===== src/rtl/program_loader.sv =====
// program_loader: streams a length-prefixed little-endian byte program into instruction memory, then releases the core from reset.
// Optional checksum byte after the data is enabled with `define LOADER_CHECKSUM_EN.
module program_loader #(
    parameter int Data_Width = 32,
    parameter int Depth      = 100,
    parameter int Len_Width  = 16
) (
    input  logic                  CLK,
    input  logic                  RST,
    input  logic                  Start,
    input  logic                  Byte_Valid,
    input  logic [7:0]            Byte_Data,
    output logic                  Byte_Ready,
    output logic                  IMem_WE,
    output logic [Data_Width-1:0] IMem_Addr,
    output logic [Data_Width-1:0] IMem_WD,
    output logic                  Core_RST,
    output logic                  Busy,
    output logic                  Done,
    output logic                  Error
);
    typedef enum logic [2:0] {
        IDLE, LEN_LO, LEN_HI, DATA, DONE, ERROR
`ifdef LOADER_CHECKSUM_EN
        , CHK
`endif
    } state_t;

    state_t                state_q;
    logic                  ready_q, we_q, core_q, busy_q, done_q, err_q;
    logic [Data_Width-1:0] addr_q, wd_q;
    logic [Len_Width-1:0]  n_q, idx_q;
    logic [1:0]            bidx_q;
    logic [23:0]           buf_q;
    logic [7:0]            csum_q;
    logic                  fire;
    logic [Len_Width-1:0]  len;

    assign fire       = Byte_Valid & ready_q;
    assign len        = Len_Width'({Byte_Data, n_q[7:0]});
    assign Byte_Ready = ready_q;
    assign IMem_WE    = we_q;
    assign IMem_Addr  = addr_q;
    assign IMem_WD    = wd_q;
    assign Core_RST   = core_q;
    assign Busy       = busy_q;
    assign Done       = done_q;
    assign Error      = err_q;

    // Load sequencer: header, byte packing, memory writes and core reset release
    always_ff @(posedge CLK or negedge RST) begin
        if (!RST) begin
            state_q <= IDLE;
            ready_q <= 1'b0;
            we_q    <= 1'b0;
            core_q  <= 1'b0;
            busy_q  <= 1'b0;
            done_q  <= 1'b0;
            err_q   <= 1'b0;
            addr_q  <= '0;
            wd_q    <= '0;
            n_q     <= '0;
            idx_q   <= '0;
            bidx_q  <= '0;
            buf_q   <= '0;
            csum_q  <= '0;
        end else begin
            we_q <= 1'b0;
            case (state_q)
                IDLE, DONE, ERROR: begin
                    // DONE is entered on the last-byte edge; the write pulse follows, so release one edge later
                    if (state_q == DONE) core_q <= 1'b1;
                    if (Start) begin
                        state_q <= LEN_LO;
                        ready_q <= 1'b1;
                        busy_q  <= 1'b1;
                        core_q  <= 1'b0;
                        done_q  <= 1'b0;
                        err_q   <= 1'b0;
                        csum_q  <= '0;
                    end
                end
                LEN_LO: if (fire) begin
                    n_q[7:0] <= Byte_Data;
                    state_q  <= LEN_HI;
                end
                LEN_HI: if (fire) begin
                    n_q    <= len;
                    idx_q  <= '0;
                    bidx_q <= '0;
                    if (len == '0) begin
`ifdef LOADER_CHECKSUM_EN
                        state_q <= CHK;
`else
                        state_q <= DONE;
                        ready_q <= 1'b0;
                        busy_q  <= 1'b0;
                        done_q  <= 1'b1;
`endif
                    end else if (len > Len_Width'(Depth)) begin
                        state_q <= ERROR;
                        ready_q <= 1'b0;
                        busy_q  <= 1'b0;
                        err_q   <= 1'b1;
                    end else begin
                        state_q <= DATA;
                    end
                end
                DATA: if (fire) begin
                    bidx_q <= bidx_q + 2'd1;
                    buf_q  <= {Byte_Data, buf_q[23:8]};
                    csum_q <= csum_q ^ Byte_Data;
                    if (bidx_q == 2'd3) begin
                        we_q   <= 1'b1;
                        wd_q   <= Data_Width'({Byte_Data, buf_q});
                        addr_q <= Data_Width'(idx_q) << 2;
                        idx_q  <= idx_q + Len_Width'(1);
                        if (idx_q == n_q - Len_Width'(1)) begin
`ifdef LOADER_CHECKSUM_EN
                            state_q <= CHK;
`else
                            state_q <= DONE;
                            ready_q <= 1'b0;
                            busy_q  <= 1'b0;
                            done_q  <= 1'b1;
`endif
                        end
                    end
                end
`ifdef LOADER_CHECKSUM_EN
                CHK: if (fire) begin
                    ready_q <= 1'b0;
                    busy_q  <= 1'b0;
                    if (Byte_Data == csum_q) begin
                        state_q <= DONE;
                        done_q  <= 1'b1;
                    end else begin
                        state_q <= ERROR;
                        err_q   <= 1'b1;
                    end
                end
`endif
                default: state_q <= IDLE;
            endcase
        end
    end
endmodule

===== config.mk =====
export PLATFORM = sky130hd
export DESIGN_NAME = program_loader
export DESIGN_NICKNAME = d
export VERILOG_FILES = /design/src/rtl/program_loader.sv
export SDC_FILE = /design/constraint.sdc
export NUM_CORES = 1
export LEC_CHECK = 0
export ABC_AREA = 0
export BUFFER_PORTS_ARGS = -buffer_cell sky130_fd_sc_hd__buf_4
export CAP_MARGIN = 10
export CORE_AREA = 2 2 137 139
export DETAILED_ROUTE_END_ITERATION = 10
export DIE_AREA = 0 0 139 141
export SLEW_MARGIN = 0
export SYNTH_ARGS = -nofsm -noshare
export SYNTH_HDL_FRONTEND = slang
export SYNTH_SLANG_ARGS = --single-unit

===== constraint.sdc =====
create_clock -name CLK -period 3.75 [get_ports CLK]
set_clock_uncertainty 0.15 [all_clocks]
set_input_delay 0 -clock CLK [delete_from_list [all_inputs] [get_ports CLK]]
set_output_delay 0 -clock CLK [all_outputs]
set_load 0.1 [all_outputs]

==> results of run 1 <==
-- flip-flops by register name, summed over array words and instances (netlist names) --
register	flops
Done	1
n_q	16
IMem_WE	1
Busy	1
buf_q	24
Core_RST	1
IMem_WD	32
idx_q	16
IMem_Addr	16
state_q	3
Error	1
bidx_q	2
-- Yosys cell counts, types with 4 or more instances --
cell type and number:
nand4_1 8, xor2_1 10, nor3_1 7, nand3_1 6, nand2_1 33, nor2_1 25
or3_1 8, dfrtp_1 114, o21ai_0 21, clkbuf_1 14, buf_4 19, xnor2_1 15
mux2_2 82, inv_1 10, and3_1 4, a21oi_1 13
-- logic make-up after synthesis --
logic type	count (synthesis)	synth area share, %
and+or+nand+nor	115	11.7
DFF	114	53.4
muxes	83	17.5
AOI/OAI and AO/OA	56	7.26
buffers and inverters	49	5.32
xor gates and xnor gates	25	4.10
adders and majority gates	3	0.703
other	1	0.0702
-- area by class of cell --
| type | count | area, um^2 | area share, % |
|---|---|---|---|
| Multi-Input combinational cell | 298 | 2270 | 33.8 |
| Clock buffer | 20 | 457 | 6.81 |
| Tap cell | 234 | 293 | 4.36 |
| Sequential cell | 114 | 2850 | 42.5 |
| Clock inverter | 11 | 136 | 2.03 |
| Timing Repair Buffer | 83 | 666 | 9.92 |
| Inverter | 10 | 37.5 | 0.560 |
-- path summary, 6_finish.rpt --
| check | to | cells past startpoint |
|---|---|---|
| min reg2reg | IMem_Addr[3] | 2 |
| max | buf_q[6] | 5 |
| min | Core_RST | 3 |
| max in group asynchronous | n_q[1] | 4 |
| max reg2reg | buf_q[6] | 5 |
| min in group asynchronous | IMem_Addr[4] | 4 |
-- worst max-delay path, stage by stage, from the launching register on --
cell,delay [ns]
dfrtp_1,0.48
nor2b_1,0.34
nand2_1,0.30
inv_1,0.21
nand2_1,0.61
mux2_2,0.53
-- layer usage --
metal / track usage, % / up-vias / wire, um
met4: 6.22 / 0 / 284
met1: 15.4 / 1833 / 5290
li1: - / 1695 / -
met5: 0 / - / 0
met3: 3.29 / 26 / 383
met2: 21.0 / 70 / 5820
-- what timing repair did --
action / CTS / global route
endpoints found under the setup margin: 0 / 0
hold buffers: 13 / 0
hold endpoints to repair: 153 / 0
-- metrics by stage --
step / instance area [um^2] / hold WS (ns)
after floorplan: 5400 / -0.446
after global placement: 5970 / -0.194
after detailed placement: 5970 / -0.180
after CTS: 6710 / 0.193
after global routing: 6710 / 0.235
final: 6710 / 0.207
==> run summary, run 1 <==
Cts bufs inserted: 17
Largest cells by area after synthesis: dfrtp_1, mux2_2, buf_4
Hold Path Class: in2reg
Worst-Margin Slew: 1.02 ns
Fillers: 1766
Vias in the first global route: 3770
Post-CTS sizing: 0
Yosys warning count: 0
DRC viols: 0
Global-route wire length before repair: 19600 um
Nets@finish: 539
# diodes: 0
CTS Sinks: 114
Buffers on Ports: 65
Final setup viols: 0
Layout area overhead: 25.6%
Post-synth cell types: 61
Crit. Startpoint: state_q[1]
Drt first pass iters: 4
Status: finished, final reports clean
Initial Util: 29.2%
CP Data Arrival Time: 2.91 ns
H-Tree Level Count: 4
Vias: 3624
Final setup margin: 0.992 ns
Post-DRT Antenna Nets: 0
Worst setup EP type: flip-flop
Most common cell after layout, fill and taps aside: dfrtp_1
Share of Yosys cell area claimed by the top area cell type: 53.4%
Fraction of layout cells with a size suffix above 1: 37.3%
Row count: 50
Number of synthesized flops with an enable pin: 0
Final Non-Filler Cells: 770
Max-cap violations: 0
Min Tclk post-route: 2.76 ns
Core Area: 18300 um^2
Die area: 19600 um^2
Post-layout util: 36.7%
Post-DP HPWL: 8120 um
Synth area leader: dfrtp_1
CTS tree: done
Final slew viol count: 0
Post-Syn Area per Cell: 12.0 um^2
Total track usage: 12.7%
Synth Register Bits: 114
CP Class: reg2reg
Die Ht: 141 um
Postcts setup bufs: 0
Final Hold Fails: 0
Gr ovfl total: 0
RSZ-0062 raised after global routing: no
Mapped cell area: 5340 um^2
FMAX: 363 MHz
Worst Path Max Fanout: 25
Clk pin slew, worst setup/hold paths: 0.05 ns
DRT iter0 DRCs: 165
Hold_sp: Start
R2r setup slk: 0.99 ns
Sequential area share after synthesis: 53.4%
Placed Instances: 726
Slew HR: 31.7%
Final GP Congestion: 0.878
Longest Clk Path Bufs: 2
Post-synth ARST share: 100%
Vias per Instance: 4.71
Post-Syn Instances: 446
Final wirelength: 11800 um
Clk root buf: clkbuf_16
Final setup TNS: 0 ns
Chip width: 139 um
Worst Path Required: 3.90 ns
Part of the cycle the worst path needs: 73.5%
Pin count of the biggest net entering global routing: 44
Pre-CTS WS: 0.964 ns
Dominant synthesized flop cell: dfrtp_1
Num ports: 82
Clk Latency, worst-skew pair: 0.42 ns
Most frequent cells in the layout: dfrtp_1, mux2_2, buf_4
Worst flop-to-flop path startpoint: state_q[1]
Routed length per instance: 15.3 um
Initial antenna violation count: 0
Setup crit start kind: flip-flop
Power of run 1 is left out: the tool's default activity adds up to more than one toggle a clock period on the data nets, which glitch-free logic cannot reach.
==> inputs of run 2 (changes only) <==
clock period = 2.65 ns   (was 3.75 ns; I/O delays follow)
==> run 2 against run 1 <==
Register-to-register slack worse by 0.88 ns. Core utilization rose by 0.89 points. Highest routed layer unchanged. Sequential cell count unchanged. Clock-buffer cell count grew 1. Routed wire length rose by 2.3%. Setup slack got worse by 0.88 ns. Sequential share of layout area is 1.0 points lower.
==> run summary, run 2 (synthesized netlist as in run 1, its figures left out) <==
Status: finished, final reports clean
Leakage: 3.20 nW
CP max stage cell: dfrtp_1
Critical path's top delay family: compound AO/OA/AOI/OAI gates
Initial antenna violation count: 0
Final GP Congestion: 0.896
CP Class: reg2reg
Die area: 19600 um^2
Pin count of the biggest net entering global routing: 62
Fraction of layout cells with a size suffix above 1: 39.6%
Final slew viol count: 0
Post-DRT Antenna Nets: 0
# diodes: 0
Clk pin slew, worst setup/hold paths: 0.05 ns
Final setup viols: 0
CP Data Arrival Time: 2.68 ns
Most frequent cells in the layout: dfrtp_1, mux2_2, buf_4
Final wirelength: 12100 um
Max-cap violations: 0
Gr ovfl total: 0
Routed length per instance: 15.4 um
Min Tclk post-route: 2.53 ns
CP Cell Sequence: nor4_4 > nand3_2 > o31ai_2 > nand4_2 > a2111oi_4 > a21oi_2 > o21a_1
Longest Clk Path Bufs: 2
RSZ-0062 raised after global routing: no
Clk Latency, worst-skew pair: 0.42 ns
Worst setup EP type: flip-flop
Initial Util: 29.2%
Hold Path Class: in2async
Placed Instances: 737
Vias: 3699
Part of the cycle the worst path needs: 95.7%
Chip width: 139 um
Crit. Startpoint: n_q[5]
Final Hold Fails: 0
FMAX: 395 MHz
Num ports: 82
DRC viols: 0
Clk root buf: clkbuf_16
Setup crit start kind: flip-flop
Worst Path Required: 2.79 ns
Layout area overhead: 28.6%
Worst-Margin Slew: 0.831 ns
Row count: 50
Post-DP HPWL: 8370 um
Max reg flops: 32
Core Area: 18300 um^2
Most common cell after layout, fill and taps aside: dfrtp_1
Worst Path Max Fanout: 7
Buffers on Ports: 65
Drt first pass iters: 4
Peak supply drop: 0.733 mV
Largest stage delay on the critical path: 0.46 ns
Nets@finish: 552
Vias per Instance: 4.72
Slew HR: 44.6%
Vias in the first global route: 3938
Buf+Inv Stages, Crit Path: 0
CTS tree: done
Pwr per Cell Area: 1430 nW/um^2
Die Ht: 141 um
Total track usage: 13.0%
Cts bufs inserted: 17
CTS Sinks: 114
Final Non-Filler Cells: 784
DRT iter0 DRCs: 291
Global-route wire length before repair: 20200 um
H-Tree Level Count: 4
Worst flop-to-flop path startpoint: n_q[5]
Power Total: 0.00983 W
run 2: area by class of cell:
cell class                      count  area, um^2
Fill cell                        1771       11400
Clock inverter                     11         153
Timing Repair Buffer               96         786
Sequential cell                   114        2850
Multi-Input combinational cell    298        2280
Inverter                           10        37.5
Clock buffer                       21         470
Tap cell                          234         293
run 2: what timing repair did:
item,CTS,global route
pin swaps,2,3
setup buffers,4,0
hold buffers,11,0
setup endpoints to repair,1,5
hold endpoints to repair,98,0
resized for setup,0,3
run 2: metrics by stage:
stage / worst slack, ns / instance area, um^2 / util [%] / hold WS (ns) / setup TNS, ns
2_1_floorplan: 0.0348 / 5400 / - / -0.446 / 0
3_3_place_gp: 0.111 / 6090 / 33.4 / -0.00598 / 0
3_5_place_dp: -0.00631 / 6090 / 33.4 / -0.00692 / -0.00631
4_1_cts: 0.0260 / 6860 / 37.5 / 0.0996 / 0
5_1_grt: 0.0216 / 6870 / 37.6 / 0.133 / 0
6_report: 0.115 / 6870 / 37.6 / 0.0713 / 0
run 2: path summary, 6_finish.rpt:
path	end	slack, ns	cells past startpoint
worst min register to register	IMem_Addr[3]	0.34	2
worst max register to register	state_q[1]	0.12	7
min in group CLK	Core_RST	0.21	3
worst min-delay path	IMem_WE	0.07	2
max in group asynchronous	IMem_WD[30]	1.55	3
worst max-delay path	state_q[1]	0.12	7
run 2: report_power, final:
group	total, W	internal, W	switching, W
clock	0.00236	0.00156	0.000807
combinational	0.00453	0.00139	0.00313
sequential	0.00294	0.00239	0.000559
total	0.00983	0.00533	0.00450
run 2: worst reg2reg max path, stage by stage, from the launching register on:
cell,delay [ns]
dfrtp_1,0.46
nor4_4,0.44
nand3_2,0.18
o31ai_2,0.28
nand4_2,0.16
a2111oi_4,0.42
a21oi_2,0.13
o21a_1,0.20
run 2: per-layer routing:
| layer | routed length (um) | vias up | part of all wire (%) | GRT usage (%) |
|---|---|---|---|---|
| li1 | - | 1720 | - | - |
| met1 | 5170 | 1851 | 43 | 15.8 |
| met2 | 5950 | 102 | 49 | 21.1 |
| met3 | 560 | 26 | 4.6 | 3.74 |
| met4 | 374 | 0 | 3.1 | 7.12 |
| met5 | 0 | - | 0 | 0 |
Note: power is estimated with default switching activity, not from simulation.
